File: src/rtl/mdu_sequencer.sv
// Multiply/divide sequencer for the execute stage: a single-cycle 32x32 multiply
// and a 32-iteration radix-2 restoring divide, with pipeline stall/ready handshake.
module mdu_sequencer (
    input  logic        clk,
    input  logic        rst,
    input  logic        startE,
    input  logic        mulOrdivE,
    input  logic        mdIsSignE,
    input  logic [31:0] srcaE,
    input  logic [31:0] srcbE,
    input  logic        flushE,
    input  logic        advE,
    output logic        stallMdE,
    output logic        readyE,
    output logic [31:0] hiE,
    output logic [31:0] loE
);

    localparam int unsigned W  = 32;
    localparam int unsigned CW = 5;

    typedef enum logic [1:0] {
        IDLE = 2'd0,
        MUL  = 2'd1,
        DIV  = 2'd2,
        DONE = 2'd3
    } state_t;

    state_t          state_q, state_d;
    logic [CW-1:0]   cnt_q, cnt_d;
    logic [W-1:0]    a_q, a_d;
    logic [W-1:0]    b_q, b_d;
    logic            sign_q, sign_d;
    logic [W-1:0]    rem_q, rem_d;
    logic [W-1:0]    quo_q, quo_d;
    logic [W-1:0]    hi_q, hi_d;
    logic [W-1:0]    lo_q, lo_d;
    logic            ready_q, ready_d;

    logic [W-1:0]    amag_in;
    logic [W-1:0]    bmag;
    logic [W:0]      trial;
    logic [W:0]      diff;
    logic            fits;
    logic [W-1:0]    rem_nx;
    logic [W-1:0]    quo_nx;
    logic [2*W-1:0]  a_ext;
    logic [2*W-1:0]  b_ext;
    logic [2*W-1:0]  prod;
    logic            q_neg;
    logic            r_neg;
    logic [W-1:0]    quo_fix;
    logic [W-1:0]    rem_fix;

    // Datapath: operand magnitudes, one restoring step, product and sign fix
    always_comb begin
        amag_in = (mdIsSignE && srcaE[W-1]) ? ((~srcaE) + W'(1)) : srcaE;
        bmag    = (sign_q && b_q[W-1]) ? ((~b_q) + W'(1)) : b_q;
        trial   = {rem_q, quo_q[W-1]};
        diff    = trial - {1'b0, bmag};
        fits    = ~diff[W];
        rem_nx  = fits ? diff[W-1:0] : trial[W-1:0];
        quo_nx  = {quo_q[W-2:0], fits};

        // Extending both operands to 64 bits makes the truncated product exact
        a_ext   = sign_q ? {{W{a_q[W-1]}}, a_q} : {{W{1'b0}}, a_q};
        b_ext   = sign_q ? {{W{b_q[W-1]}}, b_q} : {{W{1'b0}}, b_q};
        prod    = a_ext * b_ext;

        q_neg   = sign_q & (a_q[W-1] ^ b_q[W-1]);
        r_neg   = sign_q & a_q[W-1];
        quo_fix = q_neg ? ((~quo_nx) + W'(1)) : quo_nx;
        rem_fix = r_neg ? ((~rem_nx) + W'(1)) : rem_nx;
    end

    // Next-state and output logic
    always_comb begin
        state_d  = state_q;
        cnt_d    = cnt_q;
        a_d      = a_q;
        b_d      = b_q;
        sign_d   = sign_q;
        rem_d    = rem_q;
        quo_d    = quo_q;
        hi_d     = hi_q;
        lo_d     = lo_q;
        ready_d  = 1'b0;
        stallMdE = 1'b0;

        case (state_q)
            IDLE: begin
                stallMdE = startE & ~flushE;
                if (startE && !flushE) begin
                    a_d     = srcaE;
                    b_d     = srcbE;
                    sign_d  = mdIsSignE;
                    cnt_d   = '0;
                    rem_d   = '0;
                    quo_d   = amag_in;
                    state_d = mulOrdivE ? DIV : MUL;
                end
            end
            MUL: begin
                stallMdE = 1'b1;
                if (flushE) begin
                    state_d = IDLE;
                end else begin
                    hi_d    = prod[2*W-1:W];
                    lo_d    = prod[W-1:0];
                    ready_d = 1'b1;
                    state_d = DONE;
                end
            end
            DIV: begin
                stallMdE = 1'b1;
                if (flushE) begin
                    cnt_d   = '0;
                    state_d = IDLE;
                end else begin
                    rem_d = rem_nx;
                    quo_d = quo_nx;
                    cnt_d = CW'(cnt_q + CW'(1));
                    if (cnt_q == CW'(W - 1)) begin
                        hi_d    = rem_fix;
                        lo_d    = quo_fix;
                        cnt_d   = '0;
                        ready_d = 1'b1;
                        state_d = DONE;
                    end
                end
            end
            DONE: begin
                if (flushE || advE) begin
                    state_d = IDLE;
                end else begin
                    ready_d = 1'b1;
                end
            end
            default: begin
                state_d = IDLE;
            end
        endcase
    end

    always_ff @(posedge clk or posedge rst) begin
        if (rst) begin
            state_q <= IDLE;
            cnt_q   <= '0;
            a_q     <= '0;
            b_q     <= '0;
            sign_q  <= 1'b0;
            rem_q   <= '0;
            quo_q   <= '0;
            hi_q    <= '0;
            lo_q    <= '0;
            ready_q <= 1'b0;
        end else begin
            state_q <= state_d;
            cnt_q   <= cnt_d;
            a_q     <= a_d;
            b_q     <= b_d;
            sign_q  <= sign_d;
            rem_q   <= rem_d;
            quo_q   <= quo_d;
            hi_q    <= hi_d;
            lo_q    <= lo_d;
            ready_q <= ready_d;
        end
    end

    assign readyE = ready_q;
    assign hiE    = hi_q;
    assign loE    = lo_q;

endmodule

File: config.mk
export PLATFORM = sky130hd
export DESIGN_NAME = mdu_sequencer
export DESIGN_NICKNAME = d
export VERILOG_FILES = /design/src/rtl/mdu_sequencer.sv
export SDC_FILE = /design/constraint.sdc
export NUM_CORES = 2
export LEC_CHECK = 0
export CORE_MARGIN = 5
export CORE_UTILIZATION = 55
export CTS_CLUSTER_SIZE = 40
export DETAILED_ROUTE_END_ITERATION = 12
export PLACE_DENSITY = 0.74
export SKIP_CTS_REPAIR_TIMING = 1
export SYNTH_ARGS = -nofsm -noshare
export SYNTH_HDL_FRONTEND = slang
export SYNTH_SLANG_ARGS = --single-unit
File: constraint.sdc
create_clock -name clk -period 10.95 [get_ports clk]
set_clock_uncertainty 0.05 [all_clocks]
set_input_delay 2.19 -clock clk [delete_from_list [all_inputs] [get_ports clk]]
set_output_delay 2.19 -clock clk [all_outputs]
set_load 0.03 [all_outputs]
=== Word-level counts from Yosys, hierarchy flattened ===
Index checks and enable logic that the tools add are counted.
Widths: inputs -> output; s select.

* Bits in registers: 201
* Bits of input ports: 71
* Word-level logic and storage cells: 89
* Output and inout port bits: 66

* Bitwise gates (word level): 10
* Add/subtract/negate cells: 6
* Reductions and logical operators: 14
* Multiplexer cells: 38
* Eq/ne operators: 10
* Multipliers: 1

{| class="wikitable"
|+ Operators with widths
! cell !! count
|-
| $mux 32 || 15
|-
| $pmux 32 s2 || 4
|-
| $add 32x1->32 const B || 4
|-
| $mux 64 || 2
|-
| $not 32->32 || 4
|-
| $mul 64x64->64 || 1
|-
| $sub 33x32->33 || 1
|-
| $mux 5 || 3
|-
| $mux 2 || 6
|-
| $ne 2x2->1 const B || 5
|-
| $pmux 5 s2 || 1
|-
| $pmux 2 s4 || 1
|-
| $reduce_and 3->1 || 2
|-
| $add 5x1->5 const B || 1
|-
| $eq 5x5->1 const B || 1
|-
| $eq 2x2->1 const B || 2
|-
| $mux 1 || 4
|-
| $reduce_and 2->1 || 2
|-
| $reduce_and 4->1 || 1
|-
| $reduce_bool 2->1 || 2
|-
| $and 1x1->1 || 3
|-
| $logic_and 1x1->1 || 3
|-
| $ne 3x3->1 const B || 1
|-
| $pmux 1 s3 || 1
|-
| 8 further kinds || 9
|}

=== Depth between registers and ports, before layout ===
* Word-level depth: 11
* Depth in mapped cells: 37
* Mapped depth without buffers: 34

=== Worst setup path after synthesis ===
No wires, ideal clock.

* Kind: register to register
* From: reg sign_q
* To: reg hi_q[28] (netlist: hiE[28])
* Clock period less this slack: 9.735 ns
* Arrival time: 9.607 ns
* Cell stages (with the launch flop): 34
* Path buffers: 4
* Required time: 10.822 ns
* Setup slack: 1.215 ns
* Library setup time: 0.078 ns
* Cell sequence: dfrtp_1 and2_1 clkbuf_1 clkbuf_1 clkbuf_1 nand2_1 fa_1 inv_1 fa_1 fa_1 inv_1 fa_1 inv_1 fa_1 fa_1 fa_1 fa_1 fa_1 inv_1 fa_1 inv_1 ha_1 clkbuf_1 a21oi_1 o21bai_1 a21oi_1 o21a_1 o221ai_1 a31oi_1 o21bai_1 or4b_2 a31oi_1 a21oi_1 o21ai_1

* Longest elaborated chain between the ends: 10
* Elaborated cells on any way between the ends: 15
* Those cells by class: add/sub (2); mul (1); mux (9); bitwise (2); reduce/logical (1)

{| class="wikitable"
|+ Ends and longest elaborated chain
! item !! RTL line !! RTL
|-
| from (decl) || 33 || <nowiki>logic sign_q, sign_d;</nowiki>
|-
| from (signal assigned) || 162 || <nowiki>sign_q <= sign_d;</nowiki>
|-
| $logic_and 1x1->1 || 58 || <nowiki>bmag = (sign_q && b_q[W-1]) ? ((~b_q) + W'(1)) : b_q;</nowiki>
|-
| $mux 32 || 58 ||
|-
| $sub 33x32->33 || 60 || <nowiki>diff = trial - {1'b0, bmag};</nowiki>
|-
| $mux 32 || 62 || <nowiki>rem_nx = fits ? diff[W-1:0] : trial[W-1:0];</nowiki>
|-
| $not 32->32 || 73 || <nowiki>rem_fix = r_neg ? ((~rem_nx) + W'(1)) : rem_nx;</nowiki>
|-
| $add 32x1->32 || 73 ||
|-
| $mux 32 || 73 ||
|-
| $mux 32 || 123 || <nowiki>if (cnt_q == CW'(W - 1)) begin</nowiki>
|-
| $mux 32 || 116 || <nowiki>if (flushE) begin</nowiki>
|-
| $pmux 32 s2 (*) || 90 || <nowiki>case (state_q)</nowiki>
|-
| to (signal assigned) || 165 || <nowiki>hi_q <= hi_d;</nowiki>
|-
| to (decl) || 36 || <nowiki>logic [W-1:0] hi_q, hi_d;</nowiki>
|}

Mark *: on every way between the ends. The rest lies on a longest branch, timed or not. The select of a mux whose other input is x is not followed.
A chain may end at the register's enable or synchronous reset.

=== Final worst setup path ===
* From: reg b_q[10]
* To: reg hi_q[28] (netlist: hiE[28])

* Longest elaborated chain between the ends: 11
* Elaborated cells on any way between the ends: 14
* Those cells by class: add/sub (3); mul (1); mux (8); bitwise (2)

{| class="wikitable"
|+ Ends and longest elaborated chain
! item !! RTL line !! RTL
|-
| from (decl) || 32 || <nowiki>logic [W-1:0] b_q, b_d;</nowiki>
|-
| from (signal assigned) || 150 || <nowiki>b_q <= '0;</nowiki>
|-
| from (signal assigned) || 161 || <nowiki>b_q <= b_d;</nowiki>
|-
| $not 32->32 || 58 ||
|-
| $add 32x1->32 || 58 ||
|-
| $mux 32 || 58 ||
|-
| $sub 33x32->33 || 60 ||
|-
| $mux 32 || 62 ||
|-
| $not 32->32 || 73 ||
|-
| $add 32x1->32 || 73 ||
|-
| $mux 32 || 73 ||
|-
| $mux 32 || 123 ||
|-
| $mux 32 || 116 ||
|-
| $pmux 32 s2 (*) || 90 ||
|}

Marks and branches as above.

==> results.py <==
metrics = {
    "place": {
        "io_buffers": 136,
        "dp_hpwl_um": 150000,
        "gp_congestion": 0.977,
    },
    "drt": {
        "via_per_inst": 5.65,
        "drtIter0Drc": 3453,
        "dr.pass1.iters": 8,
        "wirelength_um": 178000,
        "detail_route.wl_per_cell_um": 21.9,
        "via_count": 45830,
        "drc": 0,
        "detail-route-antenna-nets": 0,
    },
    "setup_path": {
        "required_ns": 11.35,
        "cp_slowest_cell": "dfrtp_1",
        "worst-setup-path-type": "register to register",
        "ff2ff_setup_slack_ns": 0.42,
        "cp_max_fo": 30,
        "startpoint_type": "register",
        "worstPathArrival_ns": 10.93,
        "timing.rr.start": "b_q[10]",
        "cpMostUsedCell": "fa_1",
        "crit_path_max_incr_delay_ns": 0.88,
        "rr_endpoint": "hiE[28]",
        "critPathLaunch": "b_q[10]",
        "reg2reg_depth": 30,
        "cp-end-kind": "register",
    },
    "min_path": {
        "holdPathStages": 2,
        "hold_path_class": "register to register",
        "min_to": "loE[8]",
        "hold_path.startpoint": "loE[8]",
    },
    "yosys": {
        "avgSynthCellArea_um2": 9.17,
        "synth_edf_count": 0,
        "yosysWarnings": 0,
        "synth_ff_type": "dfrtp_1",
        "synth_cell_types": 83,
        "synthArstFlopShare": 1.00,
        "syn_nets": 8518,
        "syn_area_um2": 61200,
        "synthCells": 6675,
        "seq_area_frac_synth": 0.0822,
        "yosys_register_bits": 201,
    },
    "sta": {
        "worst_slew_pin_slew_ns": 1.24,
        "finalCritPeriodShare": 0.961,
        "setup_viol": 0,
        "rsz0062_at_grt": "false",
        "drv_slew": 0,
        "period_minus_slack_ns": 10.53,
        "final_hold_viol_count": 0,
        "setup_tns_ns": 0,
        "fmax_mhz": 95.0,
        "relSlewSlack": 0.172,
    },
    "grt": {
        "grt_pass1_vias": 50351,
        "grt_max_degree": 91,
        "track_usage": 0.311,
        "grt_pass1_wl_um": 281000,
        "grt_remaining_overflow": 0,
        "antenna_found_initial": 6,
    },
    "floorplan": {
        "coreArea_um2": 111000,
        "initial_core_util": 0.553,
        "num_rows": 122,
        "die_h_um": 344,
        "die_x_um": 344,
        "dieArea_um2": 118000,
        "num_io_pins": 137,
    },
    "finish": {
        "layout_commonest_cell": "inv_1",
        "final_cell_mix": "inv_1 (1,568), fa_1 (1,420), nand2_1 (733)",
        "syn_to_final_growth_pct": 5.78,
        "fin_nets": 8457,
        "drive_gt1_frac": 0.0406,
        "fill_cells": 9526,
    },
    "clock_network": {
        "root_buffer": "clkbuf_16",
        "clockBufferDepth": 3,
        "cts_max_level": 1,
        "cts_sinks": 201,
        "path_clk_slew_ns": 0.07,
        "clk-insertion-delay-late_ns": 0.54,
        "cts_tree": "yes",
        "numCtsBuffers": 19,
    },
    "run_status": {
        "status": "finished, final reports clean",
    },
    "run": {
        "cap_violations": 0,
    },
}
==> registers in the layout, indices dropped and copies added (netlist names) <==
name,count
readyE,1
hiE,32
loE,32
cnt_q,5
a_q,32
quo_q,32
sign_q,1
rem_q,32
state_q,2
b_q,32
==> cells in the mapped netlist (12+ instances only) <==
master	n	area share
a21oi_1	215	0.018
o31ai_1	18	0.0022
o21a_1	14	0.0017
nand2b_1	21	0.0021
fa_1	1420	0.46
mux2i_1	25	0.0041
mux2_2	68	0.013
nand4_1	18	0.0018
o21bai_1	15	0.0018
o211ai_1	15	0.0018
clkbuf_1	296	0.018
nor2_1	181	0.011
nand3_1	34	0.0028
o41ai_1	12	0.0017
a21o_1	55	0.0067
nor4_1	19	0.0019
nor3_1	55	0.0045
or3_1	22	0.0022
and2_1	578	0.059
dfrtp_1	201	0.082
ha_1	352	0.072
a31oi_1	38	0.0039
o21ai_0	211	0.017
xor2_1	88	0.013
buf_1	38	0.0023
nand2_1	734	0.045
xnor2_1	160	0.023
and3_1	31	0.0032
inv_1	1569	0.096
nor2b_1	12	0.0012
==> area by class of cell <==
class                   count  area [um^2]  share of cell area
multi-input cells        4558        49000               0.757
inverters                1569         5900              0.0911
flip-flops and latches    201         5030              0.0778
repair buffers            265         2370              0.0366
well taps                1488         1860              0.0288
clock buffers              24          504             0.00779
clock inverters             7         73.8             0.00114
diodes                      3         7.51            0.000116
==> worst max path at each step <==
stage | to | depth (start not counted) | slack, ns
global placement | hiE[28] | 30 | 0.81
floorplan | hiE[28] | 33 | 1.22
detailed placement | hiE[28] | 30 | 0.68
CTS | hiE[28] | 30 | 0.64
global route | hiE[31] | 31 | 0.16
finish | hiE[28] | 30 | 0.42
==> kinds of logic (layout without fill, tap and decap cells) <==
group	after synthesis	after routing	synth area share
xor gates and xnor gates	249	249	0.0359
AOI/OAI and AO/OA	699	699	0.0704
adders and majority gates	1774	1774	0.537
muxes	93	93	0.0166
and+or+nand+nor	1743	1743	0.140
DFF	201	201	0.0822
buffers and inverters	1916	1865	0.118
other	0	3	0
==> stage by stage <==
step	setup WS [ns]	util	cells	hold slack [ns]	area [um^2]
after global placement	0.805	0.580	8081	0.412	64200
after detailed placement	0.679	0.580	8081	0.419	64200
after global routing	0.156	0.585	8113	0.453	64700
final	0.425	0.585	8115	0.429	64700
after floorplan	1.22	-	6675	0.387	61200
after CTS	0.641	0.585	8112	0.435	64700
==> worst max-delay path, delay by kind of cell, from the launching register on <==
family | cells | cell delay [ns]
simple gates | 2 | 0.88
buf+inv | 7 | 0.80
compound gates | 10 | 2.87
flops | 1 | 0.88
fa+ha+maj | 11 | 4.95
==> per-layer routing <==
| metal | track usage | wire [um] | vias up |
|---|---|---|---|
| li1 | - | - | 19766 |
| met1 | 0.368 | 63200 | 23513 |
| met2 | 0.541 | 89600 | 1926 |
| met3 | 0.0396 | 11200 | 625 |
| met4 | 0.194 | 14100 | 0 |
| met5 | 0 | 0 | - |
Power is left out: the tool's default activity adds up to more than one toggle a clock period on the data nets, which glitch-free logic cannot reach.
